--- config.mk ---
export PLATFORM = sky130hd
export DESIGN_NAME = interlock_out_ctrl
export DESIGN_NICKNAME = d
export VERILOG_FILES = /design/src/rtl/interlock_out_ctrl.sv
export SDC_FILE = /design/constraint.sdc
export NUM_CORES = 1
export LEC_CHECK = 0
export CAP_MARGIN = 10
export CORE_MARGIN = 5
export CORE_UTILIZATION = 59
export CTS_CLUSTER_DIAMETER = 100
export DETAILED_ROUTE_END_ITERATION = 10
export PLACE_DENSITY = 0.85
export SKIP_LAST_GASP = 1
export SYNTH_ARGS = -nofsm -noshare
export SYNTH_HDL_FRONTEND = slang
export SYNTH_SLANG_ARGS = --single-unit
--- constraint.sdc ---
create_clock -name pclk_50M -period 4.15 [get_ports pclk_50M]
set_clock_uncertainty 0.15 [all_clocks]
set_input_delay 1.0375 -clock pclk_50M [delete_from_list [all_inputs] [get_ports pclk_50M]]
set_output_delay 1.0375 -clock pclk_50M [all_outputs]
set_load 0.1 [all_outputs]
--- src/rtl/interlock_out_ctrl.sv ---
// Break-before-make output interlock for pole and pair-switch drives; optional
// pole-count limit enabled by defining INTERLOCK_MAXON_EN.
module interlock_out_ctrl #(
  parameter int  N_POLE        = 8,
  parameter int  SETTLE_CYCLES = 500000,
  parameter int  STABLE_CYCLES = 4,
  parameter int  MAX_ON        = 2,
  localparam int N_PAIR        = N_POLE * (N_POLE - 1) / 2
) (
  input  logic              pclk_50M,
  input  logic              rst,
  input  logic [N_POLE-1:0] pole_req,
  input  logic [N_PAIR-1:0] pair_req,
  output logic [N_POLE-1:0] pole_out,
  output logic [N_PAIR-1:0] pair_out,
  output logic              busy,
  output logic              conflict
);

  localparam int W_REQ = N_POLE + N_PAIR;
  localparam int W_STB = $clog2(STABLE_CYCLES + 1);
  localparam int W_SET = $clog2(SETTLE_CYCLES + 1);
  localparam logic [W_STB-1:0] STABLE_MAX  = W_STB'(STABLE_CYCLES);
  localparam logic [W_SET-1:0] SETTLE_LAST = W_SET'(SETTLE_CYCLES - 1);

  if (N_POLE < 3 || N_POLE > 16 || SETTLE_CYCLES < 2 || STABLE_CYCLES < 1 || MAX_ON < 0)
  begin : g_param_check
    $error("interlock_out_ctrl: parameter out of range");
  end

  typedef enum logic [1:0] {S_IDLE, S_OFF, S_WAIT, S_ON} state_t;

  state_t            r_state, w_state_nxt;
  logic [W_REQ-1:0]  r_req_q, r_applied;
  logic [W_STB-1:0]  r_stable_cnt;
  logic [W_SET-1:0]  r_settle_cnt;
  logic [N_POLE-1:0] r_pole_out;
  logic [N_PAIR-1:0] r_pair_out;

  logic [W_REQ-1:0]  w_req_in;
  logic [N_POLE-1:0] w_pole_q;
  logic [N_PAIR-1:0] w_pair_q, w_pair_clash, w_pair_off;
  logic              w_changed, w_stable;

  assign w_req_in  = {pole_req, pair_req};
  assign w_pole_q  = r_req_q[W_REQ-1 -: N_POLE];
  assign w_pair_q  = r_req_q[N_PAIR-1:0];
  assign w_changed = (w_req_in != r_req_q);
  assign w_stable  = (r_stable_cnt == STABLE_MAX);

  // A pair switch must never bridge two poles that are both requested on.
  for (genvar j = 1; j < N_POLE; j++) begin : g_pair_j
    for (genvar i = 0; i < j; i++) begin : g_pair_i
      assign w_pair_clash[j*(j-1)/2 + i] = w_pole_q[i] & w_pole_q[j];
    end
  end
  assign w_pair_off = (w_pole_q == '0) ? '0 : (w_pair_q & ~w_pair_clash);

  // NOTE: sequential state uses non-blocking (<=) so every register samples
  // pre-edge values; blocking here would create order-dependent simulation.
  always_ff @(posedge pclk_50M) begin
    if (rst) begin
      r_req_q      <= '0;
      r_stable_cnt <= '0;
    end else begin
      r_req_q <= w_req_in;
      if (w_changed)                   r_stable_cnt <= '0;
      else if (r_stable_cnt != STABLE_MAX) r_stable_cnt <= r_stable_cnt + 1'b1;
    end
  end

  always_ff @(posedge pclk_50M) begin
    if (rst) r_state <= S_IDLE;
    else     r_state <= w_state_nxt;
  end

  // NOTE: next-state is defaulted first so no path leaves it unassigned,
  // which would otherwise infer a latch.
  always_comb begin
    w_state_nxt = r_state;
    case (r_state)
      S_IDLE: if (w_stable && (r_req_q != r_applied)) w_state_nxt = S_OFF;
      S_OFF:  w_state_nxt = S_WAIT;
      S_WAIT: begin
        if (w_changed)                          w_state_nxt = S_IDLE;
        else if (r_settle_cnt == SETTLE_LAST)   w_state_nxt = S_ON;
      end
      S_ON:   w_state_nxt = S_IDLE;
      default: w_state_nxt = S_IDLE;
    endcase
  end

`ifdef INTERLOCK_MAXON_EN
  localparam int W_CNT = $clog2(N_POLE + 1);
  logic [W_CNT-1:0] w_pole_cnt;
  logic             w_over;
  logic             r_conflict;

  always_comb begin
    w_pole_cnt = '0;
    for (int i = 0; i < N_POLE; i++) w_pole_cnt = w_pole_cnt + W_CNT'(w_pole_q[i]);
  end
  assign w_over   = (int'(w_pole_cnt) > MAX_ON);
  assign conflict = r_conflict;
`else
  assign conflict = 1'b0;
`endif

  // NOTE: every register here, including applied, is cleared in reset because
  // all of it feeds the drive outputs or the change comparison.
  always_ff @(posedge pclk_50M) begin
    if (rst) begin
      r_applied    <= '0;
      r_settle_cnt <= '0;
      r_pole_out   <= '0;
      r_pair_out   <= '0;
`ifdef INTERLOCK_MAXON_EN
      r_conflict   <= 1'b0;
`endif
    end else begin
      case (r_state)
        S_OFF: begin
          r_applied    <= r_req_q;
          r_settle_cnt <= '0;
          r_pair_out   <= w_pair_off;
`ifdef INTERLOCK_MAXON_EN
          r_conflict   <= w_over;
          r_pole_out   <= w_over ? '0 : (r_pole_out & w_pole_q);
`else
          r_pole_out   <= r_pole_out & w_pole_q;
`endif
        end
        S_WAIT: r_settle_cnt <= r_settle_cnt + 1'b1;
        S_ON: begin
`ifdef INTERLOCK_MAXON_EN
          r_pole_out <= r_conflict ? '0 : r_applied[W_REQ-1 -: N_POLE];
`else
          r_pole_out <= r_applied[W_REQ-1 -: N_POLE];
`endif
        end
        default: ;
      endcase
    end
  end

  assign pole_out = r_pole_out;
  assign pair_out = r_pair_out;
  assign busy     = (r_state != S_IDLE);

endmodule

## After elaboration in Yosys (flattened, before gate mapping)

Index checks and enable logic that the tools add are counted.

- Flip-flop bits (word level): 132
- Input port bits: 38
- Output and inout port bits: 38
- Logic and storage cells: 65

- $add $sub $neg: 2
- Eq/ne operators: 10
- Multiplexer cells: 7
- Bitwise gates (word level): 31
- Reductions and logical operators: 8

Operator list:

| cell | number |
|---|---|
| $ne 36x36->1 | 2 |
| $pmux 19 s2 | 1 |
| $and 1x1->1 | 28 |
| $and 28x28->28 | 1 |
| $mux 28 | 1 |
| $not 28->28 | 1 |
| $add 19x1->19 const B | 1 |
| $eq 19x19->1 const B | 1 |
| $pmux 8 s2 | 1 |
| $and 8x8->8 | 1 |
| $logic_not 8->1 | 1 |
| $pmux 2 s4 | 1 |
| $mux 2 | 3 |
| $ne 3x3->1 const B | 2 |
| $reduce_bool 2->1 | 3 |
| $eq 2x2->1 const B | 2 |
| $add 3x1->3 const B | 1 |
| $eq 3x3->1 const B | 1 |
| $eq 2x1->1 const B | 1 |
| $logic_not 2->1 | 1 |
| $ne 2x2->1 const B | 1 |
| $reduce_and 2->1 | 1 |
| $reduce_or 2->1 | 1 |
| $logic_and 1x1->1 | 1 |

## Depth between registers and ports, before layout

Gate-level depths: netlist of the first run.

- Depth in word-level cells: 4
- Depth in mapped cells: 9
- Depth with buffers taken out: 8

## Worst setup path before layout of the first run

Ideal clock, no wire load.

- Kind: reg-to-output
- Start point: register r_state[0]
- End point: output port busy
- Arrival: 1.241 ns
- Required time: 2.963 ns
- Slack: 1.722 ns
- Cell stages (with the launch flop): 4
- Buffers on the path: 0
- Cells stage by stage: dfxtp_1 > inv_1 > ha_1 > inv_1

- Longest elaborated chain between the ends: 1

Ends and longest elaborated chain:

| item | RTL line | text |
|---|---|---|
| from (decl) | 33 | `state_t r_state, w_state_nxt;` |
| from (signal assigned) | 74 | `else r_state <= w_state_nxt;` |
| $reduce_bool 2->1 | 148 | `assign busy = (r_state != S_IDLE);` |
| to (decl) | 16 | `output logic busy,` |

Every way passes these cells.

## Worst setup path after layout of the first run

- Start point: register r_pair_out[25], in the netlist pair_out[25]
- End point: output port pair_out[25]

RTL lines:

| item | RTL line | text |
|---|---|---|
| from (decl) | 38 | `logic [N_PAIR-1:0] r_pair_out;` |
| from (signal assigned) | 125 | `r_pair_out <= w_pair_off;` |
| to (decl) | 15 | `output logic [N_PAIR-1:0] pair_out,` |

No word-level cell between the ends.

==> impl_metrics.tcl, run 1 <==
set metrics [dict create \
    syn_avg_cell_area_um2 9.372 \
    fin_tns_setup_ns 0 \
    gp_congestion 0.8249 \
    clock.fmax_mhz 310.6 \
    crit_family "buffers and inverters" \
    status "complete, no violations" \
    cts-buffers-inserted 17 \
    post_cts_buffers 0 \
    post_cts_resized 0 \
    critPathMaxStageDelay_ns 1.15 \
    synthArstFlopShare 0 \
    syn2layout_area_growth_pct 25.27 \
    multi_input_area_mm2 0.002781 \
    cts-root-buf "clkbuf_8" \
    num-fill-cells 602 \
    finalCritPeriodShare 0.7759 \
    yosys.cell_count.top_type "dfxtp_1" \
    synth_nets 643 \
    synth.distinct_cells 36 \
    crit_fanout 2 \
    dp_hpwl_um 9387 \
    worstPathRequired_ns 2.96 \
    grt_usage 0.2599 \
    relSlewSlack 0.3289 \
    period_minus_slack_ns 3.220 \
    ys_warn_count 0 \
    wirelength_um 14450 \
    grt_pass1_wl_um 23510 \
    setup_viol 0 \
    die_h_um 107.4 \
    grt_max_degree 80 \
    die_x_um 107.4 \
    syn_area_mm2 0.005595 \
    diodes 0 \
    wire_per_inst_um 18.04 \
    overflow 0 \
    crit_chain "clkdlybuf4s50_1" \
    dieArea_mm2 0.01153 \
    clkSinkCount 132 \
    power.density_mw_per_mm2 539.4 \
    drive_gt1_frac 0.06548 \
    cts_hold_buf 0 \
    worst_slew_pin_slew_ns 1.003 \
    synth_ff_type "dfxtp_1" \
    core-area_mm2 0.009240 \
    crit_type "flip-flop to output port" \
    rsz0062_at_grt "false" \
    cts_buffer_depth 2 \
    hold_violations 0 \
    row_count 35 \
    initial_core_util 0.6056 \
    htree_levels 4 \
    cts_tree "yes" \
    whs_ns 0.3356 \
    drt_iter0_drc 279 \
    fin_nets 705 \
    grt_pass1_vias 4653 \
    synth_area_leaders "dfxtp_1 (47%), xor2_1 (7.5%), nor2_1 (7.0%)" \
    cp_data_arrival_time_ns 2.03 \
    hp-class "flip-flop to flip-flop" \
    grt_antenna_before_repair 0 \
    maxCapViolations 0 \
    static-leakage-power_uw 0.002556 \
    antenna_left 0 \
    synthCells 597 \
    route.detailed.drc 0 \
    synth_commonest_cells "dfxtp_1 (132), nor2_1 (105), xor2_1 (48)" \
    vias 4579 \
    drtPass1Iterations 5 \
    path_clk_slew_ns 0.06 \
    cp-start-kind "flip-flop" \
    synth_top_area_frac 0.4723 \
    io_buffers 74 \
    critPathSlowestCell "clkdlybuf4s50_1" \
    io_pins 76 \
    worst-path-buf-inv 1 \
    synth_seq_cells 132 \
    slew_viol_final 0 \
    synth-edff-count 0 \
    ys_seq_area_frac 0.4723 \
    avgViaCountPerCell 5.717 \
    register_area_mm2 0.002643 \
    worstSkewPairLatency_ns 0.52 \
    synth_largest_area_cell "dfxtp_1" \
    worstSetupEndpointType "output port" \
    peakVddDrop_v 0.0002657 \
]
[per-layer routing]
metal / GRT usage / share of wire / up-vias / wire length (um)
met5: 0 / 0 / - / 0
met2: 0.4321 / 0.49 / 199 / 7028
li1: - / - / 2143 / -
met1: 0.3191 / 0.42 / 2200 / 6016
met4: 0.1019 / 0.027 / 0 / 390
met3: 0.07259 / 0.070 / 37 / 1013
[metrics by stage]
| step | setup WS [ns] | power, uW | instances | area [um2] | utilization |
|---|---|---|---|---|---|
| 3_5_place_dp | 0.9178 | 2213 | 769 | 6381 | 0.6906 |
| 4_1_cts | 0.9093 | 3790 | 801 | 7009 | 0.7586 |
| 6_report | 0.9299 | 3780 | 801 | 7009 | 0.7586 |
| 3_3_place_gp | 1.029 | 2192 | 769 | 6381 | 0.6906 |
| 5_1_grt | 0.8856 | 3913 | 801 | 7009 | 0.7586 |
| 2_1_floorplan | 1.722 | 2004 | 597 | 5595 | - |
[cells in the final DEF, fill, tap and decap left out, types with 2 or more instances in the layout]
cell type,netlist,routed
buf_4,1,6
inv_6,0,4
nand4_1,12,12
xnor2_1,41,41
nand3_1,10,10
o21ai_0,10,10
a21o_1,2,2
nor3_1,2,2
nor2_1,105,105
clkinv_4,0,3
inv_1,7,7
and3_1,3,3
a32oi_1,28,28
ha_1,8,7
nor2b_1,36,36
clkdlybuf4s50_1,0,72
mux2i_1,37,37
a21oi_1,11,11
clkbuf_1,27,2
nor4_1,14,14
or3_1,3,3
clkbuf_8,0,2
xor2_1,48,48
dfxtp_1,132,132
nand2_1,39,39
bufinv_16,0,4
clkbuf_16,0,16
[final cells by class]
type,count,area share
multi-input cells,422,0.3968
flip-flops and latches,132,0.3770
repair buffers,78,0.1092
clock buffers,20,0.06212
clock inverters,12,0.02749
well taps,129,0.02303
inverters,8,0.004284
[power by group]
part / internal [uW] / leakage (uW) / total (uW) / switching (uW)
clock: 1010 / 0.000307 / 1580 / 573
sequential: 1350 / 0.00108 / 1440 / 90.2
combinational: 265 / 0.00117 / 763 / 498
total: 2620 / 0.00256 / 3780 / 1160
[path summary, 6_finish.rpt]
path	slack (ns)	depth (start not counted)	from	end
setup / recovery	0.93	1	pair_out[25]	pair_out[25]
hold / removal	0.34	2	pair_out[0]	pair_out[0]
setup reg to reg	1.62	6	r_req_q[33]	r_state[1]
hold reg to reg	0.34	2	pair_out[0]	pair_out[0]
[state kept, by name, summed over array words and instances, names as in the netlist]
| name | flops |
|---|---|
| pair_out | 28 |
| pole_out | 8 |
| r_req_q | 36 |
| r_stable_cnt | 3 |
| r_state | 2 |
| r_settle_cnt | 19 |
| r_applied | 36 |
[logic make-up (layout without fill, tap and decap cells)]
logic type               count (synthesis)  count (layout)  synth area share
flip-flops                             132             132            0.4723
AND/OR/NAND/NOR                        232             232            0.1997
adder cells (fa/ha/maj)                  8               8           0.01789
other                                    1               1         0.0006702
AO/OA/AOI/OAI                           55              55           0.07290
buffers and inverters                   43             118           0.03108
multiplexers                            37              37           0.06619
XOR/XNOR                                89              89            0.1393
(Power assumes the default switching activity.)
==> run 2: changes to the inputs <==
--- a/config.mk
+++ b/config.mk
@@ -7,10 +7,10 @@
 export LEC_CHECK = 0
 export CAP_MARGIN = 10
 export CORE_MARGIN = 5
-export CORE_UTILIZATION = 59
+export CORE_UTILIZATION = 49
 export CTS_CLUSTER_DIAMETER = 100
 export DETAILED_ROUTE_END_ITERATION = 10
-export PLACE_DENSITY = 0.85
+export PLACE_DENSITY = 0.75
 export SKIP_LAST_GASP = 1
 export SYNTH_ARGS = -nofsm -noshare
 export SYNTH_HDL_FRONTEND = slang
==> constraint.sdc (replaced) <==
create_clock -name pclk_50M -period 2.72 [get_ports pclk_50M]
set_clock_uncertainty 0.15 [all_clocks]
set_input_delay 0.68 -clock pclk_50M [delete_from_list [all_inputs] [get_ports pclk_50M]]
set_output_delay 0.68 -clock pclk_50M [all_outputs]
set_load 0.1 [all_outputs]
==> run 2 against run 1 <==
Net effect:
- utilization fell by 14 points
- sequential share of layout area rose by 0.10 points
- largest power group unchanged
- critical endpoint is now r_state[1]
- first-iteration DRC count rose by 4.3%
- combinational power rose by 56%
==> impl_metrics.tcl, run 2 (synthesis results as in run 1) <==
set metrics [dict create \
    power.density_mw_per_mm2 799.1 \
    grt_max_degree 49 \
    static-leakage-power_uw 0.002673 \
    status "complete, no violations" \
    fin_nets 717 \
    antenna_left 0 \
    cts_tree "yes" \
    finalCritPeriodShare 0.9299 \
    hold_violations 0 \
    clkSinkCount 132 \
    maxCapViolations 0 \
    fin_cells 827 \
    row_count 39 \
    peakVddDrop_v 0.0005290 \
    worstPathRequired_ns 2.88 \
    overflow 0 \
    rsz0062_at_grt "false" \
    cts_hold_buf 0 \
    post_cts_resized 0 \
    cts-buffers-inserted 17 \
    cts_buffer_depth 2 \
    clock.fmax_mhz 395.4 \
    diodes 0 \
    worstSkewPairLatency_ns 0.42 \
    io_pins 76 \
    cts-root-buf "clkbuf_16" \
    drtPass1Iterations 6 \
    initial_core_util 0.4943 \
    core-area_mm2 0.01132 \
    path_clk_slew_ns 0.05 \
    layout_commonest_cell "dfxtp_1" \
    period_minus_slack_ns 2.529 \
    wirelength_um 14190 \
    whs_ns 0.3418 \
    crit_type "input pin to flip-flop" \
    cp-start-kind "input pin" \
    gp_congestion 0.7995 \
    die_h_um 116.9 \
    drt_iter0_drc 291 \
    drive_gt1_frac 0.1345 \
    wire_per_inst_um 17.16 \
    io_buffers 74 \
    total_power_uw 5586 \
    dieArea_mm2 0.01366 \
    setup_viol 0 \
    grt_pass1_wl_um 23140 \
    hp-class "flip-flop to flip-flop" \
    grt_usage 0.2228 \
    dp_hpwl_um 9771 \
    relSlewSlack 0.6101 \
    dpl.cell_count 795 \
    avgViaCountPerCell 5.451 \
    route.detailed.drc 0 \
    slew_viol_final 0 \
    syn2layout_area_growth_pct 24.93 \
    crit_fanout 2 \
    cp_data_arrival_time_ns 2.69 \
    num-fill-cells 934 \
    die_x_um 116.9 \
    post_cts_buffers 0 \
    final_cell_mix "dfxtp_1 (132), nor2_1 (105), buf_4 (53)" \
    worstSetupEndpointType "flip-flop" \
    vias 4508 \
    grt_pass1_vias 4485 \
    htree_levels 4 \
    grt_antenna_before_repair 0 \
    worst_slew_pin_slew_ns 0.5848 \
]
## run 2: cell types whose count changed in the layout (fill, tap and decap cells not counted), sizes merged
cell	before	now
inv	12	7
buf	6	54
clkinvlp	0	2
clkdlybuf4s50	72	36
clkinv	4	7
clkbuf	20	22
bufinv	4	2
## run 2: layout make-up
cell class | count | area, um2 | area share
multi-input cells | 422 | 2781 | 0.3979
flip-flops and latches | 132 | 2643 | 0.3780
repair buffers | 90 | 778.2 | 0.1113
clock buffers | 22 | 474.2 | 0.06784
well taps | 143 | 178.9 | 0.02560
clock inverters | 10 | 105.1 | 0.01503
inverters | 8 | 30.03 | 0.004296
## run 2: path summary, 6_finish.rpt
| path | slack, ns | end | depth (start not counted) | start |
|---|---|---|---|---|
| setup reg to reg | 0.34 | r_settle_cnt[18] | 8 | r_state[1] |
| setup / recovery | 0.19 | r_state[1] | 8 | pair_req[16] |
| hold reg to reg | 0.34 | pair_out[14] | 2 | pair_out[14] |
| hold / removal | 0.34 | pair_out[14] | 2 | pair_out[14] |
## run 2: through the flow
| step | instance area [um2] | util | setup TNS, ns | setup slack (ns) |
|---|---|---|---|---|
| 4_1_cts | 6990 | 0.6175 | 0 | 0.1635 |
| 3_5_place_dp | 6411 | 0.5663 | -0.4443 | -0.2548 |
| 2_1_floorplan | 5595 | - | 0 | 0.4206 |
| 3_3_place_gp | 6411 | 0.5663 | -0.2032 | -0.1045 |
| 6_report | 6990 | 0.6175 | 0 | 0.1906 |
| 5_1_grt | 6990 | 0.6175 | 0 | 0.05685 |
## run 2: report_power, final
part / switching, uW / total [uW] / internal, uW / leakage, uW
Clock: 813 / 2220 / 1410 / 0.000285
Combinational: 774 / 1190 / 420 / 0.00131
Sequential: 111 / 2170 / 2060 / 0.00108
## run 2: worst max-delay path: stages
cell and delay [ns]:
clkdlybuf4s50_1 0.44, xor2_1 0.16, nor4_1 0.35, buf_4 0.17
nand4_1 0.17, nor4_1 0.32, nor2_1 0.12, o32ai_1 0.28
## run 2: per-layer routing
layer	global-route usage	vias up	routed length, um
li1	-	2172	-
met5	0	-	0
met4	0.09480	0	269
met3	0.05604	27	854
met1	0.2838	2163	6113
met2	0.3603	146	6950
==> run 3: changes to the inputs <==
--- a/config.mk
+++ b/config.mk
@@ -7,10 +7,10 @@
 export LEC_CHECK = 0
 export CAP_MARGIN = 10
 export CORE_MARGIN = 5
-export CORE_UTILIZATION = 49
+export CORE_UTILIZATION = 45
 export CTS_CLUSTER_DIAMETER = 100
 export DETAILED_ROUTE_END_ITERATION = 10
-export PLACE_DENSITY = 0.75
+export PLACE_DENSITY = 0.7
 export SKIP_LAST_GASP = 1
 export SYNTH_ARGS = -nofsm -noshare
 export SYNTH_HDL_FRONTEND = slang
==> run 3 against run 2 <==
Net effect:
- sequential share of layout area is 0.13 points lower
- worst hold slack worse by 0.0013 ns
- register-to-register slack worse by 0.07 ns
- worst setup slack better by 0.033 ns
- critical endpoint unchanged
==> impl_metrics.tcl, run 3 (synthesis results as in run 1) <==
set metrics [dict create \
    dp_hpwl_um 9871 \
    dieArea_mm2 0.01476 \
    worstReg2RegEnd "r_settle_cnt[18]" \
    wire_per_inst_um 16.80 \
    status "complete, no violations" \
    wirelength_um 14300 \
    htree_levels 4 \
    peakVddDrop_v 0.0004729 \
    cts_buffer_depth 2 \
    row_count 40 \
    whs_ns 0.3404 \
    rr_worst_depth 8 \
    power.density_mw_per_mm2 793.1 \
    post_cts_buffers 0 \
    io_buffers 74 \
    cts-root-buf "clkbuf_16" \
    r2r_start "r_state[1]" \
    worstSkewPairLatency_ns 0.42 \
    slew_viol_final 0 \
    overflow 0 \
    maxCapViolations 0 \
    layout_commonest_cell "dfxtp_1" \
    cp_data_arrival_time_ns 2.66 \
    min_delay_path_depth 2 \
    cts-buffers-inserted 17 \
    vias 4447 \
    syn2layout_area_growth_pct 25.38 \
    cp-start-kind "input pin" \
    drt_iter0_drc 425 \
    grt_pass1_wl_um 23270 \
    worstSetupEndpointType "flip-flop" \
    worstPathRequired_ns 2.89 \
    finalCritPeriodShare 0.9176 \
    die_h_um 121.5 \
    hold_violations 0 \
    grt_antenna_before_repair 0 \
    grt_usage 0.2038 \
    drtPass1Iterations 5 \
    whs_endpoint "pair_out[16]" \
    die_x_um 121.5 \
    gp_congestion 0.7915 \
    crit_type "input pin to flip-flop" \
    worst_slew_pin_slew_ns 0.6529 \
    initial_core_util 0.4620 \
    cts_hold_buf 0 \
    static-leakage-power_uw 0.002661 \
    clock.fmax_mhz 400.7 \
    grt_max_degree 44 \
    num-fill-cells 1071 \
    io_pins 76 \
    final_cell_mix "dfxtp_1 (132), nor2_1 (105), buf_4 (53)" \
    total_power_uw 5564 \
    drive_gt1_frac 0.1347 \
    post_cts_resized 0 \
    grt_pass1_vias 4438 \
    antenna_left 0 \
    hp-class "flip-flop to flip-flop" \
    clkSinkCount 132 \
    min-delay-start "pair_out[16]" \
    relSlewSlack 0.5647 \
    fin_nets 717 \
    avgViaCountPerCell 5.226 \
    core-area_mm2 0.01211 \
    route.detailed.drc 0 \
    setup_viol 0 \
    path_clk_slew_ns 0.06 \
    diodes 0 \
    period_minus_slack_ns 2.496 \
    crit_fanout 2 \
    cts_tree "yes" \
    rsz0062_at_grt "false" \
    reg2reg_slack_ns 0.27 \
]
==> run 3: cell types whose count changed in the layout (fill, tap and decap cells not counted), sizes merged <==
cell / change
clkinv: -3
clkinvlp: +2
bufinv: -1
clkbuf: +1
==> run 3: worst max-delay path by stage <==
stage / start / endpoint
2_1_floorplan: r_state[0] / r_state[0]
3_3_place_gp: pair_req[16] / r_state[1]
3_5_place_dp: pair_req[10] / r_state[1]
4_1_cts: r_state[1] / r_settle_cnt[18]
5_1_grt: r_state[1] / r_settle_cnt[18]
6_report: pair_req[16] / r_state[1]
==> run 3: per-stage QoR <==
step | area [um2] | util | TNS [ns] | std cells | worst slack (ns)
4_1_cts | 7015 | 0.5792 | 0 | 851 | 0.2717
2_1_floorplan | 5595 | - | 0 | 597 | 0.4206
3_3_place_gp | 6442 | 0.5319 | -0.1122 | 820 | -0.05710
6_report | 7015 | 0.5792 | 0 | 851 | 0.2241
3_5_place_dp | 6442 | 0.5319 | -0.2658 | 820 | -0.1521
5_1_grt | 7015 | 0.5792 | 0 | 851 | 0.04255
==> run 3: layout make-up <==
cell class | count | area (um2) | share of cell area
clock buffers | 23 | 498.0 | 0.07098
clock inverters | 8 | 75.07 | 0.01070
inverters | 8 | 30.03 | 0.004280
multi-input cells | 422 | 2781 | 0.3965
flip-flops and latches | 132 | 2643 | 0.3767
well taps | 168 | 210.2 | 0.02996
repair buffers | 90 | 778.2 | 0.1109
==> run 3: routing by layer <==
layer / wire length, um / up-vias / global-route usage
li1: - / 2163 / -
met1: 6482 / 2122 / 0.2656
met2: 6723 / 143 / 0.3178
met3: 817 / 19 / 0.06200
met4: 274 / 0 / 0.07703
met5: 0 / - / 0
==> run 3: critical path, stage by stage <==
cell and delay [ns]:
clkdlybuf4s50_1 0.42, xor2_1 0.15, nor4_1 0.38, buf_4 0.17, nand4_1 0.16, nor4_1 0.31
nor2_1 0.12, o32ai_1 0.26
==> run 3: power by group <==
part           internal [uW]  switching, uW  leakage (uW)
sequential              2060            115       0.00108
combinational            422            778       0.00131
clock                   1370            824      0.000273
==> patch, RTL diff (flow settings as in run 1) <==
Set the parameter `STABLE_CYCLES` to 8 (it was 4).
--- a/src/rtl/interlock_out_ctrl.sv
+++ b/src/rtl/interlock_out_ctrl.sv
@@ -4,5 +4,5 @@
   parameter int  N_POLE        = 8,
   parameter int  SETTLE_CYCLES = 500000,
-  parameter int  STABLE_CYCLES = 4,
+  parameter int  STABLE_CYCLES = 8,
   parameter int  MAX_ON        = 2,
   localparam int N_PAIR        = N_POLE * (N_POLE - 1) / 2
Behaviour: not the same (Yosys sat finds a counterexample within 10 cycles, from zero or initial values and one cycle with rst high).
==> patch against run 1 <==
  * Setup slack worse by 14 ps
  * Global-route usage about the same
  * Critical path type unchanged
  * Wire length up 1.6%
  * Final area up 1.2%
  * Highest routed layer unchanged
  * Power down 2.4%
  * Sequential cell count up 1
  * Largest cell class unchanged
  * Largest power group unchanged
  * Area after synthesis up 2.1%
  * Combinational power down 3.1%
  * First-iteration DRC count up 4.3%
==> patch: results <==
{
  "synth_xor_area_frac": 0.1303,
  "wl_per_cell_um": 17.89,
  "hold_ws_ps": 341.8,
  "ys_types": 40,
  "cts_inserted_buffers": 17,
  "syn-num-nets": 660,
  "crit_slowest_cell": "clkdlybuf4s50_1",
  "drt-total-wl_um": 14690,
  "gp_congestion": 0.8448,
  "p_leak_nw": 2.763,
  "cts_resized": 0,
  "synth_compound_area_frac": 0.08302,
  "synthTopCellsByCount": "dfxtp_1, nor2_1, xor2_1",
  "placed_area_um2": 6486,
  "synth_mux_area_frac": 0.06309,
  "fmax_mhz": 309.2,
  "grt_pass1_wl_um": 23630,
  "vdd_drop_max_v": 0.0003154,
  "nFillCells": 655,
  "swShare": 0.3052,
  "nets": 721,
  "drc": 0,
  "ys_seq_area_frac": 0.4662,
  "dp_hpwl_um": 9753,
  "first_iter_violations": 291,
  "grt_pass1_vias": 4732,
  "critical_path.startpoint": "pair_out[18]",
  "status": "complete, no violations",
  "final_layout_size_suffix_gt1_frac": 0.07267,
  "dp_cells": 789,
  "grt_max_degree": 75,
  "synthCells": 614,
  "crit-reg2reg-launch": "r_req_q[29]",
  "place_ws_ps": 960.6,
  "vias_per_cell": 5.664,
  "synth_adder_area_share": 0.01752,
  "hold_start": "pair_out[25]",
  "synth_area_leaders": "dfxtp_1, xor2_1, nor2_1",
  "p_total_w": 0.003691,
  "cp-endpoint": "pair_out[18]",
  "p_comb_w": 0.000739,
  "power_frac_clock": 0.410,
  "track_usage": 0.2601,
  "critPathTopFamily": "buffers and inverters",
  "dr.pass1.iters": 6,
  "rrSetupSlack_ps": 1610,
  "slew_headroom": 0.3333,
  "arrival_ps": 2050,
  "r2r_end": "r_state[0]",
  "min_to": "pair_out[25]",
  "synthArstFlopShare": 0
}
patch: final cells by class:
| cell class | instances | area [um2] | area share |
|---|---|---|---|
| clock buffers | 20 | 455.4 | 0.06421 |
| clock inverters | 12 | 151.4 | 0.02134 |
| inverters | 13 | 48.80 | 0.006880 |
| multi-input cells | 432 | 2843 | 0.4008 |
| flip-flops and latches | 133 | 2663 | 0.3754 |
| well taps | 133 | 166.4 | 0.02346 |
| repair buffers | 78 | 765.7 | 0.1080 |
patch: layer usage:
metal  part of all wire  vias up  global-route usage
met5                  0        -                   0
met4              0.026        0              0.1136
li1                   -     2198                   -
met1               0.42     2213              0.3315
met2               0.48      204              0.4267
met3              0.072       35             0.05433
patch: cell families after synthesis:
kind of cell,Yosys count
xor+xnor,85
simple gates,236
other cells,1
mux,36
flops,133
compound gates,66
fa+ha+maj,8
buf+inv,49
patch: worst min-delay path, cell delays in order (launching register included):
cell,delay (ps)
dfxtp_1,330
a32oi_1,50
nor2_1,70
